$ cat src/rtl/pipe_hazard_sequencer_pkg.sv
// Shared definitions for the pipeline stall/flush sequencer.
//   state_t      : sequencer FSM states (RUN, MEM_WAIT, BR_FLUSH)
//   REG_ADDR_W   : architectural register index width
//   cnt_w()      : wait-counter width for a given SRAM access length
package pipe_pkg;

  localparam int REG_ADDR_W = 4;

  localparam int SRAM_WAIT_CYCLES_DEF = 6;

  typedef enum logic [1:0] {
    RUN      = 2'd0,
    MEM_WAIT = 2'd1,
    BR_FLUSH = 2'd2
  } state_t;

  // Counter holds at most SRAM_WAIT_CYCLES-1, so clog2 bits suffice;
  // keep at least one bit for the degenerate single-cycle access.
  function automatic int cnt_w(input int wait_cycles);
    return (wait_cycles <= 1) ? 1 : $clog2(wait_cycles);
  endfunction

  localparam int CNT_W_DEF = cnt_w(SRAM_WAIT_CYCLES_DEF);

endpackage

$ cat src/rtl/pipe_hazard_sequencer_if.sv
// Bundle between the pipeline datapath and the stall/flush sequencer.
//   master : pipeline side; drives ID sources, EXE/MEM destinations,
//            mem_access and B; receives Hazard, freeze/flush enables and
//            the SRAM start/done pulses.
//   slave  : the sequencer; the mirror image.
interface pipe_hazard_sequencer_if;
  import pipe_pkg::*;

  logic [REG_ADDR_W-1:0] Rn;
  logic [REG_ADDR_W-1:0] Rm;
  logic                  src1_valid;
  logic                  two_src;
  logic [REG_ADDR_W-1:0] EXE_Dest;
  logic                  EXE_WB_EN;
  logic                  EXE_MEM_R_EN;
  logic [REG_ADDR_W-1:0] MEM_Dest;
  logic                  MEM_WB_EN;
  logic                  mem_access;
  logic                  B;

  logic                  Hazard;
  logic                  freeze_all;
  logic                  flush_if_id;
  logic                  flush_id_exe;
  logic                  sram_start;
  logic                  mem_done;

  modport master (
    output Rn, Rm, src1_valid, two_src, EXE_Dest, EXE_WB_EN, EXE_MEM_R_EN,
           MEM_Dest, MEM_WB_EN, mem_access, B,
    input  Hazard, freeze_all, flush_if_id, flush_id_exe, sram_start, mem_done
  );

  modport slave (
    input  Rn, Rm, src1_valid, two_src, EXE_Dest, EXE_WB_EN, EXE_MEM_R_EN,
           MEM_Dest, MEM_WB_EN, mem_access, B,
    output Hazard, freeze_all, flush_if_id, flush_id_exe, sram_start, mem_done
  );

endinterface

$ cat src/rtl/pipe_hazard_sequencer_hazard_detect.sv
// Combinational data-hazard term for the ID stage.
//   Inputs : ID sources (Rn, Rm, src1_valid, two_src), EXE destination
//            (EXE_Dest, EXE_WB_EN, EXE_MEM_R_EN), MEM destination
//            (MEM_Dest, MEM_WB_EN).
//   Output : hazard - ID must bubble.
// Build option PIPE_FORWARDING_EN: when defined only an EXE load-use
// dependency stalls; everything else is covered by forwarding.
module hazard_detect
  import pipe_pkg::*;
(
  input  logic [REG_ADDR_W-1:0] Rn,
  input  logic [REG_ADDR_W-1:0] Rm,
  input  logic                  src1_valid,
  input  logic                  two_src,
  input  logic [REG_ADDR_W-1:0] EXE_Dest,
  input  logic                  EXE_WB_EN,
  input  logic                  EXE_MEM_R_EN,
  input  logic [REG_ADDR_W-1:0] MEM_Dest,
  input  logic                  MEM_WB_EN,
  output logic                  hazard
);

  logic rn_exe, rm_exe, rn_mem, rm_mem;

  assign rn_exe = src1_valid & EXE_WB_EN & (Rn == EXE_Dest);
  assign rm_exe = two_src    & EXE_WB_EN & (Rm == EXE_Dest);
  assign rn_mem = src1_valid & MEM_WB_EN & (Rn == MEM_Dest);
  assign rm_mem = two_src    & MEM_WB_EN & (Rm == MEM_Dest);

`ifdef PIPE_FORWARDING_EN
  // A load result is not available until after MEM, so it cannot be
  // forwarded to the instruction directly behind it.
  assign hazard = EXE_MEM_R_EN & (rn_exe | rm_exe);

  logic unused_mem_match;
  assign unused_mem_match = rn_mem | rm_mem;
`else
  assign hazard = rn_exe | rm_exe | rn_mem | rm_mem;

  logic unused_load;
  assign unused_load = EXE_MEM_R_EN;
`endif

endmodule

$ cat src/rtl/pipe_hazard_sequencer.sv
// Central stall/flush sequencer for the five-stage pipeline.
//   clk, rst : clock and synchronous active-high reset
//   bus      : pipe_hazard_sequencer_if.slave - ID/EXE/MEM hazard inputs,
//              mem_access, B; drives Hazard, freeze_all, flush_if_id,
//              flush_id_exe, sram_start, mem_done (all combinational from
//              the FSM state and the current inputs).
// Parameter SRAM_WAIT_CYCLES (1..15): cycles one SRAM access holds MEM.
// Build option PIPE_FORWARDING_EN selects the load-use-only hazard term.
module pipe_hazard_sequencer
  import pipe_pkg::*;
#(
  parameter int SRAM_WAIT_CYCLES = SRAM_WAIT_CYCLES_DEF
) (
  input  logic                   clk,
  input  logic                   rst,
  pipe_hazard_sequencer_if.slave bus
);

  localparam int             CNT_W = cnt_w(SRAM_WAIT_CYCLES);
  localparam logic [CNT_W-1:0] CNT_LOAD = CNT_W'(SRAM_WAIT_CYCLES - 1);
  // A one-cycle access completes in the cycle it starts; no wait state.
  localparam bit             MULTI = (SRAM_WAIT_CYCLES > 1);

  state_t           state;
  logic [CNT_W-1:0] cnt;
  logic             data_hz;
  logic             wait_last;

  logic hazard_c, freeze_c, flush_c, start_c, done_c;

  hazard_detect u_hazard_detect (
    .Rn          (bus.Rn),
    .Rm          (bus.Rm),
    .src1_valid  (bus.src1_valid),
    .two_src     (bus.two_src),
    .EXE_Dest    (bus.EXE_Dest),
    .EXE_WB_EN   (bus.EXE_WB_EN),
    .EXE_MEM_R_EN(bus.EXE_MEM_R_EN),
    .MEM_Dest    (bus.MEM_Dest),
    .MEM_WB_EN   (bus.MEM_WB_EN),
    .hazard      (data_hz)
  );

  // The counter is loaded with SRAM_WAIT_CYCLES-1 and reaches zero on the
  // edge that closes the last wait cycle, so that cycle sees cnt == 1.
  assign wait_last = (state == MEM_WAIT) && (cnt == CNT_W'(1));

  always_comb begin
    hazard_c = 1'b0;
    freeze_c = 1'b0;
    flush_c  = 1'b0;
    start_c  = 1'b0;
    done_c   = 1'b0;
    unique case (state)
      RUN: begin
        if (bus.mem_access) begin
          start_c = 1'b1;
          if (MULTI) freeze_c = 1'b1;
          else       done_c   = 1'b1;
        end else if (bus.B) begin
          flush_c = 1'b1;
        end else begin
          hazard_c = data_hz;
        end
      end
      MEM_WAIT: begin
        if (wait_last) done_c   = 1'b1;
        else           freeze_c = 1'b1;
      end
      default: ;  // BR_FLUSH: one quiet cycle, everything deasserted
    endcase
  end

  always_ff @(posedge clk) begin
    if (rst) begin
      state <= RUN;
      cnt   <= '0;
    end else begin
      unique case (state)
        RUN: begin
          if (bus.mem_access) begin
            if (MULTI) begin
              cnt   <= CNT_LOAD;
              state <= MEM_WAIT;
            end
          end else if (bus.B) begin
            state <= BR_FLUSH;
          end
        end
        MEM_WAIT: begin
          cnt <= cnt - CNT_W'(1);
          if (wait_last) state <= RUN;
        end
        default: state <= RUN;
      endcase
    end
  end

  assign bus.Hazard       = hazard_c;
  assign bus.freeze_all   = freeze_c;
  assign bus.flush_if_id  = flush_c;
  assign bus.flush_id_exe = flush_c;
  assign bus.sram_start   = start_c;
  assign bus.mem_done     = done_c;

endmodule

$ cat src/flat_wrapper.sv
// flat-port wrapper written by rule: the top's interface ports become plain ports
module pipe_hazard_sequencer_flat import pipe_pkg::*;
#(
  parameter int SRAM_WAIT_CYCLES = SRAM_WAIT_CYCLES_DEF
)
  (clk, rst, bus_Rn, bus_Rm, bus_src1_valid, bus_two_src, bus_EXE_Dest, bus_EXE_WB_EN, bus_EXE_MEM_R_EN, bus_MEM_Dest, bus_MEM_WB_EN, bus_mem_access, bus_B, bus_Hazard, bus_freeze_all, bus_flush_if_id, bus_flush_id_exe, bus_sram_start, bus_mem_done);
  pipe_hazard_sequencer_if bus_i ();
  input  logic clk;
  input  logic rst;
  input wire logic [$bits(bus_i.Rn)-1:0] bus_Rn;
  input wire logic [$bits(bus_i.Rm)-1:0] bus_Rm;
  input wire logic [$bits(bus_i.src1_valid)-1:0] bus_src1_valid;
  input wire logic [$bits(bus_i.two_src)-1:0] bus_two_src;
  input wire logic [$bits(bus_i.EXE_Dest)-1:0] bus_EXE_Dest;
  input wire logic [$bits(bus_i.EXE_WB_EN)-1:0] bus_EXE_WB_EN;
  input wire logic [$bits(bus_i.EXE_MEM_R_EN)-1:0] bus_EXE_MEM_R_EN;
  input wire logic [$bits(bus_i.MEM_Dest)-1:0] bus_MEM_Dest;
  input wire logic [$bits(bus_i.MEM_WB_EN)-1:0] bus_MEM_WB_EN;
  input wire logic [$bits(bus_i.mem_access)-1:0] bus_mem_access;
  input wire logic [$bits(bus_i.B)-1:0] bus_B;
  output wire logic [$bits(bus_i.Hazard)-1:0] bus_Hazard;
  output wire logic [$bits(bus_i.freeze_all)-1:0] bus_freeze_all;
  output wire logic [$bits(bus_i.flush_if_id)-1:0] bus_flush_if_id;
  output wire logic [$bits(bus_i.flush_id_exe)-1:0] bus_flush_id_exe;
  output wire logic [$bits(bus_i.sram_start)-1:0] bus_sram_start;
  output wire logic [$bits(bus_i.mem_done)-1:0] bus_mem_done;
  assign bus_i.Rn = bus_Rn;
  assign bus_i.Rm = bus_Rm;
  assign bus_i.src1_valid = bus_src1_valid;
  assign bus_i.two_src = bus_two_src;
  assign bus_i.EXE_Dest = bus_EXE_Dest;
  assign bus_i.EXE_WB_EN = bus_EXE_WB_EN;
  assign bus_i.EXE_MEM_R_EN = bus_EXE_MEM_R_EN;
  assign bus_i.MEM_Dest = bus_MEM_Dest;
  assign bus_i.MEM_WB_EN = bus_MEM_WB_EN;
  assign bus_i.mem_access = bus_mem_access;
  assign bus_i.B = bus_B;
  assign bus_Hazard = bus_i.Hazard;
  assign bus_freeze_all = bus_i.freeze_all;
  assign bus_flush_if_id = bus_i.flush_if_id;
  assign bus_flush_id_exe = bus_i.flush_id_exe;
  assign bus_sram_start = bus_i.sram_start;
  assign bus_mem_done = bus_i.mem_done;
  pipe_hazard_sequencer #(.SRAM_WAIT_CYCLES(SRAM_WAIT_CYCLES)) u_core (.clk(clk), .rst(rst), .bus(bus_i));
endmodule
$ cat config.mk
export PLATFORM = sky130hd
export DESIGN_NAME = pipe_hazard_sequencer_flat
export DESIGN_NICKNAME = d
export VERILOG_FILES = /design/src/rtl/pipe_hazard_sequencer_pkg.sv /design/src/rtl/pipe_hazard_sequencer_if.sv /design/src/rtl/pipe_hazard_sequencer_hazard_detect.sv /design/src/rtl/pipe_hazard_sequencer.sv /design/src/flat_wrapper.sv
export SDC_FILE = /design/constraint.sdc
export NUM_CORES = 1
export LEC_CHECK = 0
export BUFFER_PORTS_ARGS = -buffer_cell sky130_fd_sc_hd__buf_2
export CORE_UTILIZATION = 23
export DETAILED_ROUTE_END_ITERATION = 10
export MAX_ROUTING_LAYER = met4
export PLACE_DENSITY_LB_ADDON = 0.15
export SLEW_MARGIN = 40
export SYNTH_ARGS = -nofsm -noshare
export SYNTH_HDL_FRONTEND = slang
export SYNTH_SLANG_ARGS = --single-unit
$ cat constraint.sdc
create_clock -name clk -period 1.4 [get_ports clk]
set_input_delay 0.28 -clock clk [delete_from_list [all_inputs] [get_ports clk]]
set_output_delay 0.28 -clock clk [all_outputs]
set_load 0.01 [all_outputs]
Yosys cells after proc, flatten, opt, wreduce, memory -nomap -nowiden
Cells that the tools add are included.
{ "word_totals": {"regBits": 5, "wordCells": 46} }
{ "classes": {"n_addsub": 1, "eq_ne": 9, "mux": 18, "n_bitwise": 11, "reduce_logical": 5} }
{ "op_table": {"columns": ["cell", "count"], "rows": [
  ["$eq 4x4->1", 4],
  ["$mux 1", 11],
  ["$and 1x1->1", 8],
  ["$mux 2", 3],
  ["$pmux 3 s2", 1],
  ["$pmux 2 s2", 1],
  ["$reduce_and 2->1", 2],
  ["$eq 3x1->1 const B", 1],
  ["$mux 3", 1],
  ["$ne 3x3->1 const B", 1],
  ["$or 1x1->1", 3],
  ["$sub 3x1->3 const B", 1],
  ["$eq 2x1->1 const B", 1],
  ["$logic_not 2->1", 1],
  ["$ne 2x1->1 const B", 1],
  ["$ne 2x2->1 const B", 1],
  ["$pmux 1 s2", 1],
  ["$reduce_bool 2->1", 1],
  ["$logic_and 1x1->1", 1]
]} }

Logic depth before layout (Yosys ltp)
Gate-level depths: netlist of run 1.
{ "depth": {"word_depth": 8, "mapped_depth": 5} }

Cells and area by module
Synthesis of run 1 repeated with hierarchy kept, for this count alone.
{ "hier_totals": {"cells_unflattened": 57, "hier_area_um2": 491.7} }
{ "by_module_without_submodules": {"columns": ["mod", "instances", "cells_per_inst", "area_per_inst_um2", "seq_area_each_um2"], "rows": [
  ["pipe_hazard_sequencer", 1, 32, 300.3, 100.1],
  ["hazard_detect", 1, 25, 191.4, 0.0]
]} }

Worst setup path before layout of run 1
Ideal clock, no wire load.
{ "synth_timing": {"path_type": "input to output", "startpoint": "input bus_Rm[3]", "endpoint": "output bus_Hazard", "t_arrival_ns": 1.079, "t_required_ns": 1.120, "slack_ns": 0.041, "cell_stages": 4, "n_path_buf": 0, "cell_sequence": "xor2_1 -> nor4_1 -> nor4_1 -> nor3b_1"} }
{ "synth_via": {"elab_chain_cells": 8, "elab_cells_between_ends": 10, "classes_between": "2 x eq/ne; 3 x mux; 5 x bitwise"} }
{ "synth_rtl": {"columns": ["element", "line_no", "rtl"], "rows": [
  ["from (decl)", "flat_wrapper.sv:11", "input wire logic [$bits(bus_i.Rm)-1:0] bus_Rm;"],
  ["$eq 4x4->1", "pipe_hazard_sequencer_hazard_detect.sv:26", "assign rm_exe = two_src & EXE_WB_EN & (Rm == EXE_Dest);"],
  ["$and 1x1->1", "pipe_hazard_sequencer_hazard_detect.sv:26", null],
  ["$or 1x1->1 (2 in series)", "pipe_hazard_sequencer_hazard_detect.sv:38", "assign hazard = rn_exe | rm_exe | rn_mem | rm_mem;"],
  ["$or 1x1->1 *", "pipe_hazard_sequencer_hazard_detect.sv:38", null],
  ["$mux 1 *", "pipe_hazard_sequencer.sv:60", "end else if (bus.B) begin"],
  ["$mux 1 *", "pipe_hazard_sequencer.sv:56", "if (bus.mem_access) begin"],
  ["$mux 1 *", "pipe_hazard_sequencer.sv:54", "unique case (state)"],
  ["to (decl)", "flat_wrapper.sv:21", "output wire logic [$bits(bus_i.Hazard)-1:0] bus_Hazard;"]
]} }
Mark *: on every way between the ends. The rest lies on a longest branch, timed or not.

Worst setup path after layout of run 1
Ends and elaborated chain as after synthesis.

==> impl_metrics.py, run 1 <==
metrics = {
    "final_layout": {
        "area.growth.synth_to_final_pct": 65.4,
        "layout-drive-gt1-share_pct": 53.9,
        "multi_input_area_sq_um": 398,
        "layout.nets": 117,
        "ff_latch_area_sq_um": 108,
        "stdcell_count": 114,
        "n_fill_cell": 194,
        "antenna-diode-count": 0,
    },
    "logic_synthesis": {
        "netlist_instances": 55,
        "yosysUniqueCellTypes": 20,
        "avgSynthCellArea_sq_um": 8.14,
        "yosysSeqAreaShare_pct": 22.3,
        "syn_area_sq_um": 448,
        "ys_ff_latch": 5,
        "syn_nets": 82,
        "ys.warnings.count": 0,
    },
    "clocking": {
        "cts_tree": "yes",
        "clockBufferDepth": 2,
        "htreeDepth": 1,
        "path_clk_slew_ns": 0.05,
        "cts.sinks": 5,
        "numCtsBuffers": 3,
        "cts_hold_buf": 0,
        "clock_latency_ns": 0.25,
        "root_buffer": "clkbuf_4",
    },
    "timing": {
        "fin_ws_ns": -0.160,
        "fin_setup_tns_ns": -0.160,
        "drv_slew": 0,
        "relSlewSlack_pct": 77.9,
        "min_period_over_period_pct": 111,
        "tightest_slew_ns": 0.328,
        "setup_viol": 1,
        "hold_slack_ns": 0.255,
        "period_needed_ns": 1.56,
        "rsz0062_at_grt": "true",
        "fin_worst_skew_ns": 0.00572,
        "clock.fmax_mhz": 641,
        "final_hold_viol_count": 0,
    },
    "critical_path": {
        "path_cells": "buf_2, xor2_1, nor4_1, nor4_1, nor3b_1, buf_2",
        "worst_ep_arrival_time_ns": 1.28,
        "cp_slowest_cell": "nor4_1",
        "r2r-end": "u_core.cnt[2]$_SDFFE_PP0P_",
        "critPathLaunchType": "primary input",
        "crit_type": "primary input to output port",
        "path_buf_inv": 2,
        "r2r-start": "u_core.cnt[1]$_SDFFE_PP0P_",
        "worstSetupEndpointType": "output port",
        "r2r_slack_ns": 0.17,
        "worst-path-max-fanout": 2,
        "r2r_cells": 6,
        "cp_top_family": "simple AND/OR/NAND/NOR gates",
        "max_stage_delay_ns": 0.28,
        "cp_data_required_time_ns": 1.12,
    },
    "pwr": {
        "power.leakage_uw": 0.000328,
        "p_per_area_nw_per_um2": 741,
        "power.total_uw": 549,
        "ir_drop_mv": 0.369,
    },
    "global_routing": {
        "grt_first_pass_wirelength_mm": 1.67,
        "antenna_found_initial": 0,
        "grtUsageTotal_pct": 11.5,
        "gr-total-overflow": 0,
        "grt_max_degree": 7,
        "first_global_vias": 437,
    },
    "die": {
        "die_y_um": 46.1,
        "core_area_sq_um": 1780,
        "start_util_pct": 25.1,
        "die_x_um": 46.1,
        "die-area_sq_um": 2130,
        "num_io_pins": 31,
        "num_rows": 15,
    },
    "min_path": {
        "hp-class": "primary input to register",
        "min_from": "rst",
        "hold_depth": 2,
        "hold_end": "u_core.state[0]$_SDFFE_PP0P_",
    },
    "routing": {
        "num_vias": 504,
        "drc": 0,
        "vias_per_cell": 4.42,
        "routed_wl_mm": 1.14,
        "first_iter_violations": 4,
        "drt-pass1-iter-count": 2,
        "wire_per_inst_um": 10.0,
        "antenna_left": 0,
    },
    "run_status": {
        "violations": "negative setup slack",
        "status": "finished, violations left",
    },
    "placement": {
        "place_congestion": 0.711,
        "io_buffers": 29,
        "dp.cells": 109,
        "dp_hpwl_um": 917,
    },
    "job": {
        "drv_cap": 0,
    },
}
## cells in the mapped netlist
| cell | n | area share (%) |
|---|---|---|
| dfxtp_1 | 5 | 22 |
| a21oi_1 | 2 | 2.2 |
| nand3b_1 | 1 | 1.7 |
| nor4_1 | 5 | 7.0 |
| nor3_1 | 1 | 1.1 |
| nor2b_1 | 2 | 2.8 |
| nor3b_1 | 3 | 5.0 |
| xnor2_1 | 4 | 7.8 |
| nand2b_1 | 1 | 1.4 |
| nand3_1 | 4 | 4.5 |
| buf_4 | 1 | 1.7 |
| a221oi_1 | 1 | 2.0 |
| a31oi_1 | 1 | 1.4 |
| nor2_1 | 4 | 3.4 |
| ha_1 | 2 | 5.6 |
| and2_1 | 1 | 1.4 |
| inv_1 | 3 | 2.5 |
| o21ai_0 | 1 | 1.1 |
| xor2_1 | 12 | 23 |
| o21bai_1 | 1 | 1.7 |
## cell families (layout without fill, tap and decap cells)
logic type | count (synthesis) | in the layout | synth area share [%]
compound gates | 6 | 6 | 8.38
buf+inv | 4 | 38 | 4.19
fa+ha+maj | 2 | 2 | 5.59
xor+xnor | 16 | 16 | 31.3
simple gates | 22 | 22 | 28.2
flops | 5 | 5 | 22.3
## sequential cells by signal (all words and copies together), names as in the netlist
signal,flops
u_core.cnt,3
u_core.state,2
## where the power goes
group / internal (uW) / leakage (uW) / switching [uW] / total [uW]
clock: 108 / 0.0000150 / 64.9 / 173
combinational: 103 / 0.000270 / 94.7 / 198
sequential: 158 / 0.0000431 / 19.8 / 178
## layer usage
metal	wire [um]	vias to the layer above	global-route usage, %
li1	-	260	-
met1	483	223	12.2
met2	582	19	19.4
met3	73	2	4.71
met4	4	0	3.53
met5	0	-	-
## placed cells by master (no fill, tap or decap)
| cell type | Yosys | routed |
|---|---|---|
| inv_2 | 0 | 1 |
| a221oi_1 | 1 | 1 |
| nand2b_4 | 0 | 1 |
| nor4_1 | 5 | 3 |
| nor3b_2 | 0 | 1 |
| o21ai_0 | 1 | 1 |
| xnor2_2 | 0 | 1 |
| ha_1 | 2 | 1 |
| nor2b_1 | 2 | 2 |
| clkbuf_1 | 0 | 1 |
| a21oi_1 | 2 | 2 |
| a31oi_4 | 0 | 1 |
| inv_1 | 3 | 2 |
| buf_6 | 0 | 1 |
| dfxtp_2 | 0 | 3 |
| dfxtp_1 | 5 | 1 |
| nor3_2 | 0 | 1 |
| nor3b_1 | 3 | 2 |
| ha_4 | 0 | 1 |
| nor4_2 | 0 | 2 |
| buf_4 | 1 | 2 |
| nand3b_1 | 1 | 1 |
| xor2_1 | 12 | 12 |
| buf_2 | 0 | 28 |
| nor2_1 | 4 | 4 |
| dfxtp_4 | 0 | 1 |
| o21bai_2 | 0 | 1 |
| nand3_1 | 4 | 4 |
| xnor2_1 | 4 | 3 |
| clkbuf_4 | 0 | 3 |
| and2_1 | 1 | 1 |
## worst register-to-register path: stages, from the launching register on
cell and delay (ns):
dfxtp_2 0.32, inv_2 0.05, buf_4 0.12, ha_1 0.18, nand3b_1 0.08, o21ai_0 0.08
a221oi_1 0.29
## through the flow
step | area, sq um | worst slack, ns | util [%]
6_report | 741 | -0.160 | 41.5
5_1_grt | 741 | -0.234 | 41.5
4_1_cts | 679 | -0.156 | 38.1
3_5_place_dp | 624 | -0.156 | 35.0
3_3_place_gp | 624 | -0.145 | 35.0
2_1_floorplan | 448 | 0.0409 | -
## worst max path at each step
stage / startpoint / endpoint / slack, ns / depth (start not counted)
3_5_place_dp: bus_Rn[3] / bus_Hazard / -0.16 / 6
3_3_place_gp: bus_Rn[3] / bus_Hazard / -0.14 / 6
4_1_cts: bus_Rm[3] / bus_Hazard / -0.16 / 6
5_1_grt: bus_Rm[3] / bus_Hazard / -0.23 / 6
6_report: bus_Rm[3] / bus_Hazard / -0.16 / 6
2_1_floorplan: bus_Rm[3] / bus_Hazard / 0.04 / 4
## cell type report
cell class	count	share of cell area, %
flip-flops and latches	5	14.5
repair buffers	31	22.5
inverters	3	1.52
clock buffers	4	3.55
multi-input cells	46	53.7
well taps	25	4.22
## timing repair
| action | in CTS | in global routing |
|---|---|---|
| buffers inserted | 0 | 1 |
| pin swaps | 4 | 1 |
| resized for setup | 8 | 10 |
| endpoints found under the setup margin | 5 | 5 |
No activity file was read; power rests on OpenSTA's default activity.
==> inputs of run 2 (changes only) <==
--- a/config.mk
+++ b/config.mk
@@ -5,7 +5,7 @@
 export SDC_FILE = /design/constraint.sdc
 export NUM_CORES = 1
 export LEC_CHECK = 0
-export BUFFER_PORTS_ARGS = -buffer_cell sky130_fd_sc_hd__buf_2
+export BUFFER_PORTS_ARGS = -buffer_cell sky130_fd_sc_hd__clkbuf_2
 export CORE_UTILIZATION = 23
 export DETAILED_ROUTE_END_ITERATION = 10
 export MAX_ROUTING_LAYER = met4
==> impl_metrics.py, run 2 (same netlist as run 1, synthesis figures left out) <==
metrics = {
    "die": {
        "die_x_um": 46.1,
        "die-area_sq_um": 2130,
        "die_y_um": 46.1,
        "num_rows": 15,
        "core_area_sq_um": 1780,
        "start_util_pct": 25.1,
        "num_io_pins": 31,
    },
    "placement": {
        "io_buffers": 29,
        "dp.cells": 109,
        "place_congestion": 0.711,
        "dpl_cell_area_sq_um": 624,
        "dp_hpwl_um": 908,
        "dp_slack_ns": -0.173,
    },
    "routing": {
        "antenna_left": 0,
        "vias_per_cell": 4.52,
        "routed_wl_mm": 1.19,
        "wire_per_inst_um": 10.3,
        "drt-pass1-iter-count": 4,
        "num_vias": 524,
        "drc": 0,
        "first_iter_violations": 6,
    },
    "run_status": {
        "violations": "negative setup slack",
        "status": "finished, violations left",
    },
    "final_layout": {
        "largest_reg_flops": 3,
        "layout.nets": 119,
        "antenna-diode-count": 0,
        "area.growth.synth_to_final_pct": 77.4,
        "final_cell_mix": "24 x clkbuf_2, 12 x xor2_1, 4 x nand3_1, 4 x nor2_1, 4 x buf_4",
        "final_common_cell": "clkbuf_2",
        "regMostFlops": "u_core.cnt",
        "postLayoutCellArea_sq_um": 795,
        "stdcell_count": 116,
        "reg_top3": "u_core.cnt (3), u_core.state (2)",
        "layout-drive-gt1-share_pct": 57.1,
        "n_fill_cell": 184,
    },
    "timing": {
        "fin_setup_tns_ns": -0.170,
        "min_period_over_period_pct": 112,
        "fin_ws_ns": -0.170,
        "final_hold_viol_count": 0,
        "tightest_slew_ns": 0.330,
        "setup_viol": 1,
        "drv_slew": 0,
        "period_needed_ns": 1.57,
        "rsz0062_at_grt": "true",
        "fin_worst_skew_ns": 0.00498,
        "relSlewSlack_pct": 77.8,
        "clock.fmax_mhz": 637,
    },
    "critical_path": {
        "cp_data_required_time_ns": 1.12,
        "worstSetupEndpointType": "output port",
        "cp_slowest_cell": "nor4_1",
        "cpMostUsedCell": "nor4_1",
        "worst_ep_arrival_time_ns": 1.29,
        "path_buf_inv": 2,
        "critPathLaunchType": "primary input",
        "cp_top_family": "simple AND/OR/NAND/NOR gates",
        "path_cells": "clkbuf_2, xor2_1, nor4_1, nor4_1, nor3b_1, buf_2",
        "worst-path-max-fanout": 2,
        "max_stage_delay_ns": 0.28,
        "crit_type": "primary input to output port",
    },
    "pwr": {
        "power.leakage_uw": 0.000353,
        "p_per_area_nw_per_um2": 726,
        "power.total_uw": 577,
        "ir_drop_mv": 0.314,
    },
    "global_routing": {
        "grtUsageMet1_pct": 12.5,
        "grt_max_degree": 7,
        "gr-max-usage-layer": "met2",
        "use_met3_pct": 2.35,
        "gr-total-overflow": 0,
        "first_global_vias": 432,
        "grt_first_pass_wirelength_mm": 1.64,
        "use_met2_pct": 18.6,
        "antenna_found_initial": 0,
        "grtUsageTotal_pct": 10.9,
    },
    "min_path": {
        "hp-class": "primary input to register",
    },
    "clocking": {
        "numCtsBuffers": 3,
        "clock_latency_ns": 0.24,
        "root_buffer": "clkbuf_4",
        "clockBufferDepth": 2,
        "htreeDepth": 1,
        "cts.sinks": 5,
        "cts_tree": "yes",
        "path_clk_slew_ns": 0.05,
        "cts_hold_buf": 0,
    },
    "job": {
        "drv_cap": 0,
    },
}
run 2: cell count changes in the layout (fill, tap and decap cells not counted), sizes merged:
cell,delta
clkbuf,+24
buf,-22
run 2: path summary, 6_finish.rpt:
check | from | to | depth (start not counted) | slack, ns
setup / recovery | bus_EXE_Dest[3] | bus_Hazard | 6 | -0.17
hold / removal | rst | u_core.state[0]$_SDFFE_PP0P_ | 2 | 0.26
setup reg to reg | u_core.cnt[1]$_SDFFE_PP0P_ | u_core.cnt[2]$_SDFFE_PP0P_ | 6 | 0.21
hold reg to reg | u_core.cnt[1]$_SDFFE_PP0P_ | u_core.cnt[1]$_SDFFE_PP0P_ | 2 | 0.50
run 2: metal layers:
metal | part of all wire (%) | wire length (um)
met5 | 0 | 0
met4 | 0.34 | 4
met3 | 3.6 | 43
met2 | 54 | 639
met1 | 42 | 506
run 2: report_power, final:
group          internal [uW]  total, uW  switching [uW]
combinational            124        228             104
clock                    108        171            63.2
sequential               158        178            19.8
total                    390        577             187
run 2: timing repair:
| item | 4_1_cts | 5_1_grt |
|---|---|---|
| resized for setup | 7 | 22 |
| pin swaps | 2 | 4 |
| buffers inserted | 0 | 3 |
| endpoints found under the setup margin | 5 | 5 |
run 2: cell type report:
class,instances,area [sq um],share of cell area [%]
Clock buffer,4,26.3,3.31
Timing Repair Buffer,33,196,24.7
Multi-Input combinational cell,46,419,52.8
Tap cell,25,31.3,3.94
Sequential cell,5,110,13.9
Inverter,3,11.3,1.42
run 2: per-stage QoR:
step                      hold slack (ns)  utilization (%)
after CTS                           0.283             37.8
final                               0.264             44.6
after global placement              0.473             35.0
after detailed placement            0.493             35.0
after global routing                0.263             44.6
after floorplan                     0.352                -
run 2: worst reg2reg max path: cells and delay by family, from the launching register on:
family                   cells  cell delay [ns]
adder cells (fa/ha/maj)      1             0.18
AO/OA/AOI/OAI                2             0.34
flip-flops                   1             0.33
buffers and inverters        2             0.17
AND/OR/NAND/NOR              1             0.08
